File: src/rtl/dmem_access_ctrl.sv
// dmem_access_ctrl: arbitrates MEM stage and debug port onto a single-port big-endian word memory,
// with read wait states and read-modify-write for sub-word stores. Macro: DMEM_MISALIGN_TRAP_EN.
module dmem_access_ctrl #(
  parameter int unsigned RD_LAT = 2
) (
  input  logic        clk,
  input  logic        reset,
  input  logic        cpu_req,
  input  logic        cpu_we,
  input  logic [1:0]  cpu_size,
  input  logic        cpu_unsigned,
  input  logic [31:0] cpu_addr,
  input  logic [31:0] cpu_wdata,
  output logic [31:0] cpu_rdata,
  output logic        cpu_done,
  output logic        cpu_err,
  output logic        cpu_stall,
  input  logic        dbg_req,
  input  logic        dbg_we,
  input  logic [31:0] dbg_addr,
  input  logic [31:0] dbg_wdata,
  output logic [31:0] dbg_rdata,
  output logic        dbg_done,
  output logic [31:0] mem_address,
  output logic [31:0] mem_writedata,
  output logic        mem_writeenable,
  output logic        mem_MemRead,
  input  logic [31:0] mem_data
);

  localparam int unsigned CntW = (RD_LAT > 1) ? $clog2(RD_LAT) : 1;
  localparam logic [CntW-1:0] CntLast = CntW'(RD_LAT - 1);

  localparam logic [1:0] SzByte = 2'b00;
  localparam logic [1:0] SzHalf = 2'b01;
  localparam logic [1:0] SzWord = 2'b10;

`ifdef DMEM_MISALIGN_TRAP_EN
  typedef enum logic [2:0] {StIdle, StWr, StRd, StMrg, StResp, StErr} state_e;
`else
  typedef enum logic [2:0] {StIdle, StWr, StRd, StMrg, StResp} state_e;
`endif

  state_e state_q, state_d;

  logic            owner_q, owner_d;       // 1 = debug port owns the access
  logic            last_dbg_q, last_dbg_d;
  logic            we_q, we_d;
  logic [1:0]      size_q, size_d;
  logic            uns_q, uns_d;
  logic [31:0]     addr_q, addr_d;
  logic [31:0]     wdata_q, wdata_d;
  logic [31:0]     maddr_q, maddr_d;
  logic [31:0]     rbuf_q, rbuf_d;
  logic [CntW-1:0] cnt_q, cnt_d;

  logic        any_req;
  logic        grant_dbg;
  logic        sel_we;
  logic [1:0]  sel_size;
  logic        sel_uns;
  logic [31:0] sel_raw;
  logic [31:0] sel_addr;
  logic [31:0] sel_wdata;
  logic        go_err;
  logic        rd_last;

  logic [7:0]  ld_byte;
  logic [15:0] ld_half;
  logic [31:0] ld_ext;
  logic [31:0] merged;
  logic        we_raw;
  logic        rd_raw;

  assign rd_last = (cnt_q == CntLast);

  // Arbitration and request decode of the port that would be granted this cycle.
  always_comb begin
    any_req   = cpu_req | dbg_req;
    grant_dbg = (cpu_req & dbg_req) ? ~last_dbg_q : dbg_req;
    if (grant_dbg) begin
      sel_we    = dbg_we;
      sel_size  = SzWord;
      sel_uns   = 1'b0;
      sel_raw   = dbg_addr;
      sel_wdata = dbg_wdata;
    end else begin
      sel_we    = cpu_we;
      sel_size  = cpu_size[1] ? SzWord : cpu_size;
      sel_uns   = cpu_unsigned;
      sel_raw   = cpu_addr;
      sel_wdata = cpu_wdata;
    end
    case (sel_size)
      SzHalf:  sel_addr = {sel_raw[31:1], 1'b0};
      SzWord:  sel_addr = {sel_raw[31:2], 2'b00};
      default: sel_addr = sel_raw;
    endcase
`ifdef DMEM_MISALIGN_TRAP_EN
    go_err = ~grant_dbg & (((sel_size == SzHalf) & sel_raw[0]) |
                           ((sel_size == SzWord) & (|sel_raw[1:0])));
`else
    go_err = 1'b0;
`endif
  end

  always_ff @(posedge clk) begin
    if (reset) begin
      state_q <= StIdle;
    end else begin
      state_q <= state_d;
    end
  end

  always_comb begin
    state_d = state_q;
    case (state_q)
      StIdle: begin
        if (any_req) begin
          if (sel_we && (sel_size == SzWord)) begin
            state_d = StWr;
          end else begin
            state_d = StRd;
          end
`ifdef DMEM_MISALIGN_TRAP_EN
          if (go_err) begin
            state_d = StErr;
          end
`endif
        end
      end
      StWr:   state_d = StResp;
      StRd: begin
        if (rd_last) begin
          state_d = we_q ? StMrg : StResp;
        end
      end
      StMrg:  state_d = StResp;
      StResp: state_d = StIdle;
`ifdef DMEM_MISALIGN_TRAP_EN
      StErr:  state_d = StIdle;
`endif
      default: state_d = StIdle;
    endcase
  end

  // Request latches, read counter and read buffer.
  always_comb begin
    owner_d    = owner_q;
    last_dbg_d = last_dbg_q;
    we_d       = we_q;
    size_d     = size_q;
    uns_d      = uns_q;
    addr_d     = addr_q;
    wdata_d    = wdata_q;
    maddr_d    = maddr_q;
    rbuf_d     = rbuf_q;
    cnt_d      = cnt_q;
    if ((state_q == StIdle) && any_req) begin
      owner_d = grant_dbg;
      we_d    = sel_we;
      size_d  = sel_size;
      uns_d   = sel_uns;
      addr_d  = sel_addr;
      wdata_d = sel_wdata;
      cnt_d   = '0;
      // The pointer only moves on contested grants, so successive ties alternate.
      if (cpu_req && dbg_req) begin
        last_dbg_d = grant_dbg;
      end
      if (!go_err) begin
        maddr_d = {sel_addr[31:2], 2'b00};
      end
    end
    if (state_q == StRd) begin
      cnt_d = cnt_q + CntW'(1);
      if (rd_last) begin
        rbuf_d = mem_data;
      end
    end
  end

  always_ff @(posedge clk) begin
    if (reset) begin
      owner_q    <= 1'b0;
      last_dbg_q <= 1'b1;
      we_q       <= 1'b0;
      size_q     <= SzWord;
      uns_q      <= 1'b0;
      addr_q     <= '0;
      wdata_q    <= '0;
      maddr_q    <= '0;
      rbuf_q     <= '0;
      cnt_q      <= '0;
    end else begin
      owner_q    <= owner_d;
      last_dbg_q <= last_dbg_d;
      we_q       <= we_d;
      size_q     <= size_d;
      uns_q      <= uns_d;
      addr_q     <= addr_d;
      wdata_q    <= wdata_d;
      maddr_q    <= maddr_d;
      rbuf_q     <= rbuf_d;
      cnt_q      <= cnt_d;
    end
  end

  // Big-endian lane select and extension for loads.
  always_comb begin
    case (addr_q[1:0])
      2'd0:    ld_byte = rbuf_q[31:24];
      2'd1:    ld_byte = rbuf_q[23:16];
      2'd2:    ld_byte = rbuf_q[15:8];
      default: ld_byte = rbuf_q[7:0];
    endcase
    ld_half = addr_q[1] ? rbuf_q[15:0] : rbuf_q[31:16];
    case (size_q)
      SzByte:  ld_ext = {{24{~uns_q & ld_byte[7]}}, ld_byte};
      SzHalf:  ld_ext = {{16{~uns_q & ld_half[15]}}, ld_half};
      default: ld_ext = rbuf_q;
    endcase
  end

  // Sub-word store merge into the word just read back.
  always_comb begin
    merged = rbuf_q;
    if (size_q == SzByte) begin
      case (addr_q[1:0])
        2'd0:    merged[31:24] = wdata_q[7:0];
        2'd1:    merged[23:16] = wdata_q[7:0];
        2'd2:    merged[15:8]  = wdata_q[7:0];
        default: merged[7:0]   = wdata_q[7:0];
      endcase
    end else if (addr_q[1]) begin
      merged[15:0] = wdata_q[15:0];
    end else begin
      merged[31:16] = wdata_q[15:0];
    end
  end

  always_comb begin
    cpu_done      = 1'b0;
    cpu_err       = 1'b0;
    cpu_rdata     = '0;
    dbg_done      = 1'b0;
    dbg_rdata     = '0;
    we_raw        = 1'b0;
    rd_raw        = 1'b0;
    mem_writedata = wdata_q;
    case (state_q)
      StWr:  we_raw = 1'b1;
      StRd:  rd_raw = 1'b1;
      StMrg: begin
        we_raw        = 1'b1;
        mem_writedata = merged;
      end
      StResp: begin
        if (owner_q) begin
          dbg_done  = 1'b1;
          dbg_rdata = rbuf_q;
        end else begin
          cpu_done  = 1'b1;
          cpu_rdata = ld_ext;
        end
      end
`ifdef DMEM_MISALIGN_TRAP_EN
      StErr: begin
        if (owner_q) begin
          dbg_done = 1'b1;
        end else begin
          cpu_done = 1'b1;
          cpu_err  = 1'b1;
        end
      end
`endif
      default: ;
    endcase
    // Reset masks the strobes immediately so an aborted access never writes.
    mem_writeenable = we_raw & ~reset;
    mem_MemRead     = rd_raw & ~reset;
  end

  assign mem_address = maddr_q;
  assign cpu_stall   = cpu_req & ~cpu_done;

endmodule

File: config.mk
export PLATFORM = sky130hd
export DESIGN_NAME = dmem_access_ctrl
export DESIGN_NICKNAME = d
export VERILOG_FILES = /design/src/rtl/dmem_access_ctrl.sv
export SDC_FILE = /design/constraint.sdc
export NUM_CORES = 1
export LEC_CHECK = 0
export CORE_MARGIN = 5
export CORE_UTILIZATION = 45
export CTS_BUF_LIST = sky130_fd_sc_hd__clkbuf_8
export CTS_CLUSTER_DIAMETER = 30
export DETAILED_ROUTE_END_ITERATION = 6
export PLACE_DENSITY = 0.88
export RECOVER_POWER = 25
export SETUP_SLACK_MARGIN = 0.15
export SYNTH_ARGS = -nofsm -noshare
export SYNTH_HDL_FRONTEND = slang
export SYNTH_SLANG_ARGS = --single-unit
File: constraint.sdc
create_clock -name clk -period 4.67 [get_ports clk]
set_input_delay 0.934 -clock clk [delete_from_list [all_inputs] [get_ports clk]]
set_output_delay 0.934 -clock clk [all_outputs]
set_load 0.02 [all_outputs]
==> summary.md, run 1 <==
| Metric | Value |
|---|---|
| Count of standard-cell rows | `between 40 and 50` |
| Synth Flop Type | `sky130_fd_sc_hd__dfxtp_1` |
| Most repeated cell in the gate-level netlist after synthesis | `sky130_fd_sc_hd__nand2_1` |
| Via count of the first global-routing pass | `between 6000 and 7000` |
| Time the worst path needs with I/O delays and setup | `slightly above 4 ns` |
| Worst max-slew margin expressed relative to the limit | `-5.24%` |
| Top layer used by detailed routing | `met4` |
| Post-CTS setup buffers | `0` |
| Yosys warnings | `0` |
| Final Instance Area | `between 9000 and 10000 um^2` |
| Cell taking the most area after synthesis | `sky130_fd_sc_hd__dfxtp_1` |
| Final Slew Violations | `a little over 90` |
| Setup TNS Final | `0 ns` |
| Placer congestion estimate | `0.923` |
| Ratio of final minimum period to clock period | `88.5%` |
| PortBufs | `299` |
| Total DRC errors in the routed layout | `0` |
| Required time at the worst-slack endpoint | `3.74 ns` |
| Leading post-synthesis cells by instance count | `sky130_fd_sc_hd__nand2_1, sky130_fd_sc_hd__dfxtp_1, sky130_fd_sc_hd__nor2_1` |
| Cell at the root of the clock tree | `sky130_fd_sc_hd__clkbuf_8` |
| Later-pin clock latency in the skew report | `~0.38 ns` |
| Startpoint kind of the worst setup timing path | `flip-flop` |
| Maximum achievable frequency | `roughly 240 MHz` |
| Total Nets Final | `1201` |
| Post-cts repair resize count | `0` |
| Tightest Hold Check Type | `flip-flop to flip-flop` |
| Mean Syn Cell Area | `~7.9 um^2` |
| Number of fill cells | `around 1100` |
| Routed length on met1 | `9.23 mm` |
| EDFF count, synth | `0` |
| Signal arrival time at the worst endpoint | `between 3 and 4 ns` |
| Worst IR drop on VDD | `around 0.24 mV` |
| Syn-to-layout area delta | `51.3%` |
| Clock net sink count | `106` |
| Netlist Area Pre-Place | `slightly above 6000 um^2` |
| Met2 Wirelength | `approximately 11 mm` |
| Die Wd | `between 100 and 150 um` |
| Post-DRT Antenna Nets | `0` |
| Core area | `between 10000 and 15000 um^2` |
| Clock buffer depth | `2` |
| Clock transition at path regs | `around 0.1 ns` |
| Starting Density | `a little under half` |
| Average via count per standard cell | `between 5 and 6` |
| Detail Placement HPWL | `18.3 mm` |
| Leakage power total | `about 3.6 nW` |
| Hold buffer count at cts | `0` |
| Run status | `finished with violations` |
| Number of antenna violations at the first check in global routing | `0` |
| Die outline area | `16100 um^2` |
| Type of destination of the critical path | `primary output` |
| Unrepaired setup endpoints after global routing | `false` |
| Synth cell types | `48` |
| Number of standard cells after synthesis | `779` |
| Area taken by multi-input logic gates | `about 3700 um^2` |
| CP max FO | `17` |
| Hold Violations, Final | `0` |
| Leading cell types by total area after synthesis | `sky130_fd_sc_hd__dfxtp_1, sky130_fd_sc_hd__mux2i_1, sky130_fd_sc_hd__nand2_1` |
| Total via count after detailed routing | `just under 7000` |
| Wire length of the first global-routing pass | `~35 mm` |
| Share of layout cells above drive strength 1 | `~6%` |
| Max-cap violation count | `1` |
| Detailed route wirelength on metal3 | `2.02 mm` |
| Area share of the leading cell type in the synthesized netlist | `between 30% and 40%` |
| Detailed Route Iter0 Violations | `between 500 and 600` |
| Setup CP Type | `flip-flop to primary output` |
| Per-cell routed wire length | `between 15 and 20 um` |
| Antenna fix cells | `0` |
| Skew final | `between 0.007 and 0.008 ns` |
| Largest net degree at the start of global routing | `a little over 90` |
| Gr usage total | `a little over a quarter` |
| H-tree lvl count | `3` |
| Worst-Margin Slew | `1.58 ns` |
| Register Area | `2120 um^2` |
| Failing checks | `max-capacitance violations, max-slew violations` |
| Flip-flop and latch count after synthesis | `about 110` |
| Chip Height | `127 um` |
| Number of clock buffers inserted by TritonCTS | `9` |
| Power density over the cells | `around 420 nW/um^2` |
| Num ports | `between 300 and 400` |
| First-pass iteration count of the detailed router | `4` |
| Area after detailed placement | `~9000 um^2` |
| Async set-or-reset flop fraction in the synthesized netlist | `0%` |
| Final count of negative-setup-slack endpoints | `0` |
| Clock tree from TritonCTS | `done` |
| Routed Wire Length | `23.3 mm` |
| Grt total ovfl | `0` |
| Register area share after synthesis | `about a third` |
placed cells by master, fill, tap and decap left out, drive strengths merged, types with 2 or more instances in the layout:
master	Yosys	layout
and2	27	27
o21ai	36	36
a221o	3	3
nand2	130	130
a21o	4	4
clkbuf	29	14
clkdlybuf4s50	0	267
ha	2	2
o221a	8	8
buf	42	10
nand3	3	3
nor3b	2	2
mux2i	78	78
nand2b	2	2
nand3b	2	2
o21a	2	2
o32ai	2	2
nor4	9	9
dfxtp	106	106
nor2b	10	10
clkinv	0	2
conb	1	3
and3	3	3
a211oi	63	63
o22ai	10	10
mux2	20	20
nor3	12	12
nor2	92	92
dlygate4sd3	0	31
inv	13	13
a21oi	55	55
metrics by stage:
stage	utilization, %	hold slack, ns	std cells	setup slack, ns	total power [mW]
floorplan	-	0.451	781	1.82	2.59
detailed placement	68.4	0.477	1195	1.01	3.42
finish	69.8	0.499	1211	0.539	3.95
CTS	69.9	0.492	1211	0.563	4.00
global route	69.8	0.517	1211	0.288	4.18
global placement	68.4	0.475	1195	1.09	3.38
logic make-up after synthesis:
group           count (synthesis)  synth area share [%]
simple gates                  297                  21.4
compound gates                190                  20.2
flops                         106                  34.4
mux                            98                  16.8
buf+inv                        84                  6.60
fa+ha+maj                       2                 0.406
other cells                     1                0.0609
xor+xnor                        1                 0.142
report_power, final:
group	switching, mW	total [mW]	internal, mW
Sequential	0.271	1.42	1.15
Combinational	1.07	1.96	0.885
Clock	0.325	0.578	0.253
metal layers:
layer	vias to the layer above	track usage, %
met4	0	12.8
li1	3233	-
met1	3083	33.0
met3	57	6.72
met2	359	46.3
met5	-	0
sequential cells by signal, summed over array words and instances, names as in the netlist:
signal	count
size_q	2
addr_q	2
rbuf_q	32
wdata_q	32
we_q	1
last_dbg_q	1
cnt_q	1
owner_q	1
uns_q	1
mem_address	30
state_q	3
critical path: stages (launching register included):
cell	delay (ns)
sky130_fd_sc_hd__dfxtp_1	0.62
sky130_fd_sc_hd__or2_1	0.35
sky130_fd_sc_hd__a21o_1	0.40
sky130_fd_sc_hd__a21o_1	0.53
sky130_fd_sc_hd__mux2_4	0.35
sky130_fd_sc_hd__clkdlybuf4s50_1	0.55
final timing paths:
kind | start | end | slack [ns] | depth (start not counted)
worst max-delay path | size_q[0] | mem_writedata[1] | 0.54 | 5
worst min register to register | mem_address[11] | mem_address[11] | 0.50 | 2
worst min-delay path | mem_address[11] | mem_address[11] | 0.50 | 2
worst max register to register | state_q[0] | mem_address[15] | 1.59 | 5
final cells by class:
class                   instances  area share (%)
multi-input cells             591            39.2
repair buffers                309            33.0
flip-flops and latches        106            22.8
well taps                     176            2.36
clock buffers                  13            1.92
inverters                      13           0.524
clock inverters                 3           0.228
Power figures use the tool's default switching activity.
==> run 2, diff against run 1 <==
--- a/config.mk
+++ b/config.mk
@@ -16,3 +16,4 @@
 export SYNTH_ARGS = -nofsm -noshare
 export SYNTH_HDL_FRONTEND = slang
 export SYNTH_SLANG_ARGS = --single-unit
+export TNS_END_PERCENT = 5
==> results of run 2 <==
Final layout, timing and power as in run 1 (identical DEF).
